==> config.mk <==
export PLATFORM = sky130hd
export DESIGN_NAME = fetch_sequencer
export DESIGN_NICKNAME = d
export VERILOG_FILES = /design/src/rtl/fetch_sequencer.sv
export SDC_FILE = /design/constraint.sdc
export NUM_CORES = 1
export LEC_CHECK = 0
export ABC_CLOCK_PERIOD_IN_PS = 1900
export BUFFER_PORTS_ARGS = -buffer_cell sky130_fd_sc_hd__buf_2
export CORE_MARGIN = 2
export CORE_UTILIZATION = 40
export CTS_CLUSTER_SIZE = 8
export DETAILED_ROUTE_END_ITERATION = 6
export GPL_ROUTABILITY_DRIVEN = 0
export PLACE_DENSITY_LB_ADDON = 0.08
export SETUP_SLACK_MARGIN = 0.2
export SLEW_MARGIN = 20
export SYNTH_ARGS = -nofsm -noshare
export SYNTH_HDL_FRONTEND = slang
export SYNTH_SLANG_ARGS = --single-unit
==> constraint.sdc <==
create_clock -name clk -period 1.9 [get_ports clk]
set_input_delay 0.095 -clock clk [delete_from_list [all_inputs] [get_ports clk]]
set_output_delay 0.095 -clock clk [all_outputs]
set_load 0.02 [all_outputs]
==> src/rtl/fetch_sequencer.sv <==
// Fetch/decode control FSM: fetches opcode and optional operand bytes through
// MAR/MDR into the IR, then hands the instruction to the execute unit.
module fetch_sequencer #(
    parameter logic [7:0]  HALT_OP     = 8'hFF,
    parameter int unsigned MEM_TIMEOUT = 16
) (
    input  logic       clk,
    input  logic       reset,
    input  logic       run,
    input  logic       mem_ready,
    input  logic [7:0] opcode,
    input  logic       exec_done,
    output logic       load_mar,
    output logic       mem_rd,
    output logic       load_mdr,
    output logic       pc_inc,
    output logic       load_iru,
    output logic       load_irl,
    output logic       exec_start,
    output logic       busy,
    output logic       halted,
    output logic       fault
);

    typedef enum logic [3:0] {
        S_IDLE,
        S_ADDR_U,
        S_WAIT_U,
        S_LOAD_U,
        S_DECODE,
        S_ADDR_L,
        S_WAIT_L,
        S_LOAD_L,
        S_ISSUE,
        S_EXEC,
        S_HALT,
        S_FAULT
    } state_t;

    localparam logic [7:0] WAIT_LAST = 8'(MEM_TIMEOUT - 1);

    state_t     state, state_next;
    logic [7:0] wait_cnt;
    logic       in_wait;

    assign in_wait = (state == S_WAIT_U) || (state == S_WAIT_L);

    always_ff @(posedge clk or posedge reset) begin
        if (reset) begin
            state <= S_IDLE;
        end else begin
            state <= state_next;
        end
    end

    // Counter is zeroed in the ADDR state so it reads 0 on the first WAIT cycle.
    always_ff @(posedge clk or posedge reset) begin
        if (reset) begin
            wait_cnt <= '0;
        end else if ((state == S_ADDR_U) || (state == S_ADDR_L)) begin
            wait_cnt <= '0;
        end else if (in_wait && !mem_ready) begin
            wait_cnt <= wait_cnt + 8'd1;
        end
    end

    always_comb begin
        state_next = state;
        load_mar   = 1'b0;
        mem_rd     = 1'b0;
        load_mdr   = 1'b0;
        pc_inc     = 1'b0;
        load_iru   = 1'b0;
        load_irl   = 1'b0;
        exec_start = 1'b0;
        busy       = 1'b1;
        halted     = 1'b0;
        fault      = 1'b0;

        case (state)
            S_IDLE: begin
                busy = 1'b0;
                if (run) state_next = S_ADDR_U;
            end
            S_ADDR_U: begin
                load_mar   = 1'b1;
                state_next = S_WAIT_U;
            end
            S_WAIT_U: begin
                mem_rd = 1'b1;
                if (mem_ready) begin
                    load_mdr   = 1'b1;
                    pc_inc     = 1'b1;
                    state_next = S_LOAD_U;
                end else if (wait_cnt == WAIT_LAST) begin
                    state_next = S_FAULT;
                end
            end
            S_LOAD_U: begin
                load_iru   = 1'b1;
                state_next = S_DECODE;
            end
            S_DECODE: begin
                if (opcode == HALT_OP)  state_next = S_HALT;
                else if (opcode[7])     state_next = S_ADDR_L;
                else                    state_next = S_ISSUE;
            end
            S_ADDR_L: begin
                load_mar   = 1'b1;
                state_next = S_WAIT_L;
            end
            S_WAIT_L: begin
                mem_rd = 1'b1;
                if (mem_ready) begin
                    load_mdr   = 1'b1;
                    pc_inc     = 1'b1;
                    state_next = S_LOAD_L;
                end else if (wait_cnt == WAIT_LAST) begin
                    state_next = S_FAULT;
                end
            end
            S_LOAD_L: begin
                load_irl   = 1'b1;
                state_next = S_ISSUE;
            end
            S_ISSUE: begin
                exec_start = 1'b1;
                state_next = S_EXEC;
            end
            S_EXEC: begin
                if (exec_done) state_next = run ? S_ADDR_U : S_IDLE;
            end
            S_HALT: begin
                busy   = 1'b0;
                halted = 1'b1;
            end
            S_FAULT: begin
                busy  = 1'b0;
                fault = 1'b1;
            end
            default: begin
                busy       = 1'b0;
                state_next = S_IDLE;
            end
        endcase
    end

endmodule
==> flow_summary.toml, run 1 <==
[status]
status = "complete, no violations"

[global_routing]
grt_overflow_total = 0
track_usage_pct = 18.15
antenna_found_initial = 0
grt_max_degree = 15
grt_pass1_wl_mm = 3.381
grt_pass1_vias = 760

[synthesis]
synth_area_leaders = "dfrtp_1 38%, nor2_1 6.2%, o21ai_0 5.0%, a21oi_1 4.4%, xor2_1 4.4%"
synthTopCellsByCount = "13 x nor2_1, 12 x dfrtp_1, 8 x o21ai_0"
synth-seq-cells = 12
synthCells = 95
syn_area_sq_um = 793.3
yosysWarnings = 0
synthArstFlopShare_pct = 100.0
synth_ff_type = "dfrtp_1"
synth-seq-area-share_pct = 37.85
synth-edff-count = 0
yosys.area.top_type = "dfrtp_1"
yosysMostFrequentCell = "nor2_1"
avgSynthCellArea_sq_um = 8.350
synthesis.nets = 109
synth_top_area_share_pct = 37.85
synth_cell_types = 32

[critical_path]
endpoint_kind = "flop"
crit_chain = "or4_4 > nor2_2 > a21oi_1 > or3_1"
critical-path-top-delay-family = "simple AND/OR/NAND/NOR gates"
worst_ep_required_time_ns = 2.06
critPathKind = "reg -> reg"
cp_data_arrival_time_ns = 1.79
critPathMaxFanout = 6
critPathSlowestCell = "or4_4"
cp-start-kind = "flop"
cpPeakStageDelay_ns = 0.56
path_buf_inv = 0

[finish]
diodes = 0
n_fill_cell = 204
drive_gt1_share_pct = 31.97
nNetsFinal = 137
multi_input_area_sq_um = 475.5
syn2layout_area_growth_pct = 28.39
layout.area.seq_sq_um = 300.3

[power_and_ir_drop]
p_per_area_mw_per_mm2 = 1240
vdd_drop_max_mv = 0.8982
leakage_nw = 0.4876

[timing]
max_slew.worst_pin.slew_ns = 0.4759
timing.hold.ws_ns = 0.1243
finalHoldViolations = 0
rsz0062_at_grt = "no"
setup_viol = 0
maxSlewHeadroom_pct = 68.24
slew_violations = 0
fin_crit_sh_pct = 86.20
max_freq_mhz = 610.5
fin_crit_ns = 1.638
clock_skew_ns = 0.004833
fin_setup_tns_ns = 0

[floorplan]
io_pins = 23
dieArea_sq_mm = 0.002355
start_util_pct = 41.28
placementRows = 16
die_w_microns = 48.53
coreArea_sq_mm = 0.001922
die_h_microns = 48.53

[routing]
via_per_inst = 5.174
initialDrtViolationCount = 5
drtPass1Iterations = 4
drt-total-wl_mm = 1.851
drc = 0
ant_nets = 0
wl_per_cell_microns = 12.42
vias = 771

[clocking]
clock-sinks = 12
h-tree-depth = 1
cts_tree = "done"
path_clk_slew_ns = 0.08
clock-root-buffer = "clkbuf_4"
cts_buffers = 3
clockBufferDepth = 2
clk_latency_ns = 0.27
postCtsSetupBuffers = 0

[placement]
place_hpwl_mm = 1.371
port_buffers = 22

[hold_path]
hp-class = "in -> reg"

[flow_run]
maxCapViolations = 0
[sequential cells by signal, summed over array words and instances (netlist names)]
name / count
state: 4
wait_cnt: 8
[through the flow]
stage	area [sq um]	util [%]	worst slack, ns	total power [mW]	std cells
floorplan	793.3	-	0.1892	0.8403	95
CTS	1002	52.15	0.2118	1.269	149
finish	1018	52.99	0.2621	1.263	149
global route	1018	52.99	0.2026	1.364	149
detailed placement	955.9	49.74	0.2339	1.058	144
global placement	955.9	49.74	0.2622	1.047	144
[cells in the final DEF (no fill, tap or decap), types with 4 or more instances in the layout]
cell type,n
a21oi_1,7
buf_2,22
dfrtp_1,12
nand3_1,4
nor2_1,12
xor2_1,4
buf_4,6
nand2_1,7
o21ai_0,8
[worst reg2reg max path, delay by kind of cell (launching register included)]
kind | cells | cell delay (ns)
AOI/OAI and AO/OA | 1 | 0.06
and+or+nand+nor | 3 | 1.03
DFF | 1 | 0.43
[power breakdown]
| group | switching [mW] | total (mW) | internal, mW |
|---|---|---|---|
| Clock | 0.0882 | 0.205 | 0.116 |
| Sequential | 0.0692 | 0.383 | 0.313 |
| Combinational | 0.389 | 0.676 | 0.287 |
| Total | 0.546 | 1.26 | 0.716 |
[area by class of cell]
| cell class | count | share of cell area (%) |
|---|---|---|
| sequential | 12 | 29.48 |
| inverter | 2 | 0.7371 |
| multi-input combinational | 75 | 46.68 |
| timing repair buffer | 29 | 16.22 |
| clock buffer | 4 | 3.563 |
| tap | 27 | 3.317 |
[per-layer routing]
metal / share of wire [%] / vias to the layer above / track usage [%]
met5: 0 / - / 0
met3: 3.0 / 2 / 2.160
met2: 51 / 15 / 31.94
met4: 0.70 / 0 / 7.143
li1: - / 392 / -
met1: 45 / 362 / 22.68
[cell families after synthesis]
| group | count (synthesis) | synth area share (%) |
|---|---|---|
| compound gates | 17 | 11.51 |
| xor+xnor | 6 | 6.625 |
| fa+ha+maj | 1 | 1.577 |
| buf+inv | 8 | 4.260 |
| flops | 12 | 37.86 |
| mux | 1 | 1.262 |
| simple gates | 50 | 36.91 |
[what timing repair did]
item | CTS | global route
hold endpoints to repair | 12 | 0
resized for setup | 0 | 4
endpoints found under the setup margin | 0 | 4
hold buffers | 1 | 0
[worst paths after layout]
| check | endpoint | slack [ns] | cells past startpoint | startpoint |
|---|---|---|---|---|
| hold reg to reg | wait_cnt[7]$_DFFE_PP0P_ | 0.55 | 2 | wait_cnt[7]$_DFFE_PP0P_ |
| hold / removal | state[3]$_DFFE_PP0P_ | 0.12 | 4 | exec_done |
| max in group asynchronous | wait_cnt[2]$_DFFE_PP0P_ | 1.19 | 3 | reset |
| setup / recovery | state[2]$_DFFE_PP0P_ | 0.26 | 4 | wait_cnt[4]$_DFFE_PP0P_ |
| min in group asynchronous | wait_cnt[4]$_DFFE_PP0P_ | 0.38 | 3 | reset |
| setup reg to reg | state[2]$_DFFE_PP0P_ | 0.26 | 4 | wait_cnt[4]$_DFFE_PP0P_ |
Power figures use the tool's default switching activity.
==> run 2: changes to the inputs <==
--- a/config.mk
+++ b/config.mk
@@ -5,13 +5,16 @@
 export SDC_FILE = /design/constraint.sdc
 export NUM_CORES = 1
 export LEC_CHECK = 0
-export ABC_CLOCK_PERIOD_IN_PS = 1900
+export ABC_CLOCK_PERIOD_IN_PS = 1630
 export BUFFER_PORTS_ARGS = -buffer_cell sky130_fd_sc_hd__buf_2
+export CELL_PAD_IN_SITES_DETAIL_PLACEMENT = 0
+export CELL_PAD_IN_SITES_GLOBAL_PLACEMENT = 1
 export CORE_MARGIN = 2
-export CORE_UTILIZATION = 40
+export CORE_UTILIZATION = 36
 export CTS_CLUSTER_SIZE = 8
 export DETAILED_ROUTE_END_ITERATION = 6
 export GPL_ROUTABILITY_DRIVEN = 0
+export GPL_TIMING_DRIVEN = 0
 export PLACE_DENSITY_LB_ADDON = 0.08
 export SETUP_SLACK_MARGIN = 0.2
 export SLEW_MARGIN = 20
==> constraint.sdc (replaced) <==
create_clock -name clk -period 1.63 [get_ports clk]
set_input_delay 0.0815 -clock clk [delete_from_list [all_inputs] [get_ports clk]]
set_output_delay 0.0815 -clock clk [all_outputs]
set_load 0.02 [all_outputs]
==> run 2 against run 1 <==
  * Sequential power rose by 23%
  * Via count rose by 12%
  * Global-route usage fell by 1.4 points
  * Sequential share of layout area fell by 5.8 points
  * Critical path type unchanged
  * Largest cell class unchanged
  * Largest power group unchanged
  * Highest routed layer unchanged
==> flow_summary.toml, run 2 (same netlist as run 1, synthesis figures left out) <==
[critical_path]
critPathKind = "reg -> reg"
cp-start-kind = "flop"
regToRegEndpoint = "state[2]$_DFFE_PP0P_"
ff2ff_setup_slack_ns = 0.04
rr_worst_depth = 4
critPathMaxFanout = 2
endpoint_kind = "flop"
cp_data_arrival_time_ns = 1.75
rr_startpoint = "wait_cnt[7]$_DFFE_PP0P_"
worst_ep_required_time_ns = 1.79

[placement]
placed_area_sq_um = 948.4
place_hpwl_mm = 1.238
dp.cells = 144
port_buffers = 22

[global_routing]
grt_overflow_total = 0
grt_pass1_vias = 731
grt_max_degree = 13
grt_pass1_wl_mm = 3.277
track_usage_pct = 16.80
antenna_found_initial = 0

[hold_path]
min_from = "exec_done"
hp-class = "in -> reg"
hold-path-cell-count = 4
hold_end = "state[3]$_DFFE_PP0P_"

[power_and_ir_drop]
vdd_drop_max_mv = 0.9275
p_per_area_mw_per_mm2 = 1476
leakage_nw = 0.6058

[routing]
drt-total-wl_mm = 2.117
ant_nets = 0
vias = 862
via_per_inst = 5.131
drc = 0
drtPass1Iterations = 4
wl_per_cell_microns = 12.60
initialDrtViolationCount = 23

[clocking]
h-tree-depth = 1
clock-root-buffer = "clkbuf_4"
clockBufferDepth = 2
clk_latency_ns = 0.28
cts_buffers = 3
cts_tree = "done"
clock-sinks = 12
path_clk_slew_ns = 0.08

[floorplan]
io_pins = 23
start_util_pct = 39.23
coreArea_sq_mm = 0.002022
die_h_microns = 50.94
die_w_microns = 50.94
dieArea_sq_mm = 0.002595
placementRows = 16

[timing]
max_slew.worst_pin.slew_ns = 0.4643
setup_viol = 0
finalHoldViolations = 0
rsz0062_at_grt = "yes"
maxSlewHeadroom_pct = 69.02
fin_crit_sh_pct = 97.78
max_freq_mhz = 627.4
fin_crit_ns = 1.594
clock_skew_ns = 0.005419
slew_violations = 0

[finish]
largest_reg_flops = 8
drive_gt1_share_pct = 51.06
final_area_sq_mm = 0.001285
reg.largest.list = "wait_cnt x8, state x4"
diodes = 0
nNetsFinal = 156
stdcell_count = 168
layout_common_cells = "21 x buf_4, 18 x buf_2, 10 x nor2_1"
regMostFlops = "wait_cnt"
syn2layout_area_growth_pct = 61.99
mostFrequentLayoutCell = "buf_4"

[status]
status = "complete, no violations"

[flow_run]
maxCapViolations = 0
==> run 2: final cells by class <==
| cell class | count | area [sq um] |
|---|---|---|
| buffer | 6 | 62.56 |
| clock buffer | 4 | 36.28 |
| fill | 177 | 737.0 |
| inverter | 2 | 7.507 |
| multi-input combinational | 75 | 553.0 |
| sequential | 12 | 304.0 |
| tap | 27 | 33.78 |
| timing repair buffer | 42 | 287.8 |
==> run 2: stage by stage <==
step / utilization, % / worst slack [ns] / power, mW / hold WS [ns] / setup TNS (ns)
6_report: 63.55 / 0.03622 / 1.896 / 0.09658 / 0
5_1_grt: 63.55 / 0.006728 / 2.034 / 0.1061 / 0
4_1_cts: 56.68 / 0.04129 / 1.640 / 0.08506 / 0
3_5_place_dp: 46.91 / -0.04292 / 1.194 / 0.1141 / -0.04292
3_3_place_gp: 46.91 / -0.03372 / 1.190 / 0.1187 / -0.03372
2_1_floorplan: - / 0.05134 / 0.9962 / -0.05380 / 0
==> run 2: layer usage <==
metal	vias to the layer above	wire length, microns	global-route usage (%)
li1	430	-	-
met1	400	1048	23.12
met2	28	917	24.68
met3	4	137	6.433
met4	0	14	4.054
met5	-	0	0
==> run 2: repair_timing <==
item | in CTS | in global routing
resized for setup | 26 | 21
setup buffers | 8 | 9
pin swaps | 5 | 8
gates cloned | 1 | 1
endpoints found under the setup margin | 18 | 20
endpoints found under the hold margin | 12 | 0
hold buffers | 1 | 0
==> run 2: worst max path at each step <==
stage / from / endpoint / cells past startpoint / slack (ns)
after floorplan: wait_cnt[4]$_DFFE_PP0P_ / state[2]$_DFFE_PP0P_ / 4 / 0.05
after global placement: wait_cnt[4]$_DFFE_PP0P_ / state[2]$_DFFE_PP0P_ / 4 / -0.03
after detailed placement: wait_cnt[4]$_DFFE_PP0P_ / state[2]$_DFFE_PP0P_ / 4 / -0.04
after CTS: wait_cnt[7]$_DFFE_PP0P_ / state[2]$_DFFE_PP0P_ / 4 / 0.04
after global routing: wait_cnt[7]$_DFFE_PP0P_ / state[2]$_DFFE_PP0P_ / 4 / 0.007
final: wait_cnt[7]$_DFFE_PP0P_ / state[2]$_DFFE_PP0P_ / 4 / 0.04
==> run 2: where the power goes <==
| group | total, mW | switching (mW) | internal (mW) |
|---|---|---|---|
| Combinational | 1.18 | 0.562 | 0.620 |
| Clock | 0.243 | 0.107 | 0.136 |
| Sequential | 0.471 | 0.0983 | 0.373 |
| Total | 1.90 | 0.767 | 1.13 |
==> run 2: critical path, cell delays in order, from the launching register on <==
cell     delay (ns)
dfrtp_1        0.39
or4_4          0.56
nor2_4         0.12
a21oi_2        0.06
or3_1          0.35
==> run 3: changes to the inputs <==
--- a/config.mk
+++ b/config.mk
@@ -5,6 +5,7 @@
 export SDC_FILE = /design/constraint.sdc
 export NUM_CORES = 1
 export LEC_CHECK = 0
+export ABC_AREA = 1
 export ABC_CLOCK_PERIOD_IN_PS = 1630
 export BUFFER_PORTS_ARGS = -buffer_cell sky130_fd_sc_hd__buf_2
 export CELL_PAD_IN_SITES_DETAIL_PLACEMENT = 0
==> run 3 against run 2 <==
  * Sequential share of layout area rose by 2.6 points
  * Final area fell by 9.7%
  * Sequential power fell by 6.6%
  * Wire length rose by 1.4%
  * Area after synthesis rose by 10%
  * Combinational power fell by 13%
  * Utilization fell by 12 points
  * Synthesized cell count rose by 32%
  * Via count rose by 6.8%
  * Total power fell by 9.1%
  * Critical endpoint is now busy
  * Largest power group unchanged
==> flow_summary.toml, run 3 <==
[status]
status = "complete, no violations"

[global_routing]
grt_max_degree = 13
grt_pass1_vias = 775
track_usage_pct = 17.68
grt_overflow_total = 0
grt_pass1_wl_mm = 3.608
antenna_found_initial = 0

[synthesis]
avgSynthCellArea_sq_um = 7.007
synthesis.nets = 139
yosysMostFrequentCell = "nand2_1"
synthTopCellsByCount = "30 x nand2_1, 23 x nor2_1, 12 x dfrtp_1"
synth_cell_types = 24
synth_top_area_share_pct = 34.29
yosysWarnings = 0
synth-edff-count = 0
synth-seq-cells = 12
synth_ff_type = "dfrtp_1"
synthArstFlopShare_pct = 100.0
synthCells = 125
yosys.area.top_type = "dfrtp_1"
synth-seq-area-share_pct = 34.29
syn_area_sq_um = 875.8
synth_area_leaders = "dfrtp_1 34%, nand2_1 13%, nor2_1 9.9%, nand3_1 6.3%, inv_1 4.7%"

[clocking]
clk_latency_ns = 0.28
clock-sinks = 12
cts_buffers = 3
path_clk_slew_ns = 0.09
h-tree-depth = 1
clockBufferDepth = 2
cts_tree = "done"
clock-root-buffer = "clkbuf_4"

[routing]
drt-total-wl_mm = 2.147
vias = 921
ant_nets = 0
initialDrtViolationCount = 28
wl_per_cell_microns = 11.61
drtPass1Iterations = 4
drc = 0
via_per_inst = 4.978

[finish]
final_util_pct = 51.44
nNetsFinal = 172
mostFrequentLayoutCell = "nand2_1"
syn2layout_area_growth_pct = 32.43
layout_common_cells = "29 x nand2_1, 21 x nor2_1, 19 x buf_2"
reg.largest.list = "wait_cnt x8, state x4"
diodes = 0
drive_gt1_share_pct = 35.03
largest_reg_flops = 8
regMostFlops = "wait_cnt"

[floorplan]
dieArea_sq_mm = 0.002844
placementRows = 17
coreArea_sq_mm = 0.002255
io_pins = 23
start_util_pct = 38.85
die_w_microns = 53.33
die_h_microns = 53.33

[power_and_ir_drop]
p_sw_share_pct = 46.83
clkPwrFrac_pct = 14.5
total_power_mw = 1.723
p_sw_mw = 0.8071
internal_power_mw = 0.9163
leakage_nw = 0.6010
vdd_drop_max_mv = 0.7852
combPwrFrac_pct = 60.0
pwr-share-seq_pct = 25.5
p_per_area_mw_per_mm2 = 1486

[timing]
rsz0062_at_grt = "yes"
fin_crit_ns = 1.404
setup_viol = 0
maxSlewHeadroom_pct = 67.64
fin_crit_sh_pct = 86.15
clock_skew_ns = 0.003369
slew_violations = 0
max_slew.worst_pin.slew_ns = 0.4848
max_freq_mhz = 712.1
finalHoldViolations = 0
fin_setup_tns_ns = 0

[critical_path]
ff2ff_setup_slack_ns = 0.33
path_buf_inv = 3
cp_data_arrival_time_ns = 1.32
endpoint_kind = "output port"
cp-start-kind = "flop"
crit_chain = "buf_6 > nor3_4 > nand2_2 > nand2_1 > inv_1 > buf_2"
critical-path-top-delay-family = "flip-flops"
cpPeakStageDelay_ns = 0.39
critPathMaxFanout = 9
critPathKind = "reg -> out"
worst_ep_required_time_ns = 1.55
critPathSlowestCell = "dfrtp_1"

[placement]
port_buffers = 22
place_hpwl_mm = 1.587

[flow_run]
maxCapViolations = 0

[hold_path]
hp-class = "in -> reg"
[run 3: changes by cell type after synthesis, moves of 6 or more]
cell and delta:
nand3_1 +7, nor2_1 +10, nand2_1 +23, inv_1 +9
o21ai_0 -6
[run 3: power by group through the flow]
stage | Sequential [mW] | Combinational [mW] | Clock, mW
3_5_place_dp | 0.446 | 0.832 | 0
4_1_cts | 0.429 | 0.928 | 0.252
3_3_place_gp | 0.444 | 0.827 | 0
6_report | 0.440 | 1.03 | 0.250
2_1_floorplan | 0.430 | 0.643 | 0
5_1_grt | 0.449 | 1.14 | 0.269
[run 3: layout make-up]
type	instances	area (sq um)
flip-flops and latches	12	304.0
fillers	242	1095
multi-input cells	97	528.0
well taps	28	35.03
inverters	14	60.06
repair buffers	28	177.7
plain buffers	2	18.77
clock buffers	4	36.28
[run 3: cell families (layout without fill, tap and decap cells)]
kind of cell	after synthesis	count (layout)	synth area share, %
AOI/OAI and AO/OA	10	10	6.000
xor gates and xnor gates	2	2	2.000
adders and majority gates	1	1	1.428
buffers and inverters	16	48	8.714
DFF	12	12	34.29
and+or+nand+nor	84	84	47.57
[run 3: metrics by stage]
stage          std cells  hold WS (ns)  instance area, sq um  worst slack, ns
5_1_grt              185        0.1465                  1160           0.1430
2_1_floorplan        125      -0.05380                 875.8           0.3245
4_1_cts              182        0.1018                  1105           0.2014
3_5_place_dp         175        0.1235                  1021           0.3579
6_report             185        0.1035                  1160           0.2258
3_3_place_gp         175        0.1240                  1021           0.3613
[run 3: worst paths after layout]
check	endpoint	startpoint	cells after the start
setup reg to reg	wait_cnt[6]$_DFFE_PP0P_	wait_cnt[0]$_DFFE_PP0P_	6
hold reg to reg	wait_cnt[0]$_DFFE_PP0P_	wait_cnt[0]$_DFFE_PP0P_	1
setup / recovery	busy	state[1]$_DFFE_PP0P_	6
min in group asynchronous	wait_cnt[6]$_DFFE_PP0P_	reset	3
hold / removal	state[3]$_DFFE_PP0P_	opcode[7]	4
max in group asynchronous	state[0]$_DFFE_PP0P_	reset	3
[run 3: worst reg2reg max path: stages (launching register included)]
cell	delay, ns
dfrtp_1	0.39
ha_1	0.19
nand3_1	0.16
nor2_1	0.19
nand3_1	0.10
nand4_1	0.09
o21ai_1	0.07
[run 3: timing repair]
item	in CTS	in global routing
endpoints found under the hold margin	12	0
gates resized for setup	4	10
pin swaps	0	2
buffers inserted	2	3
hold buffers	1	0
endpoints found under the setup margin	6	6
[run 3: routing by layer]
metal	GRT usage (%)	routed length (microns)
met1	25.57	1032
met2	26.13	969
met3	5.085	145
met4	2.991	0
met5	0	0
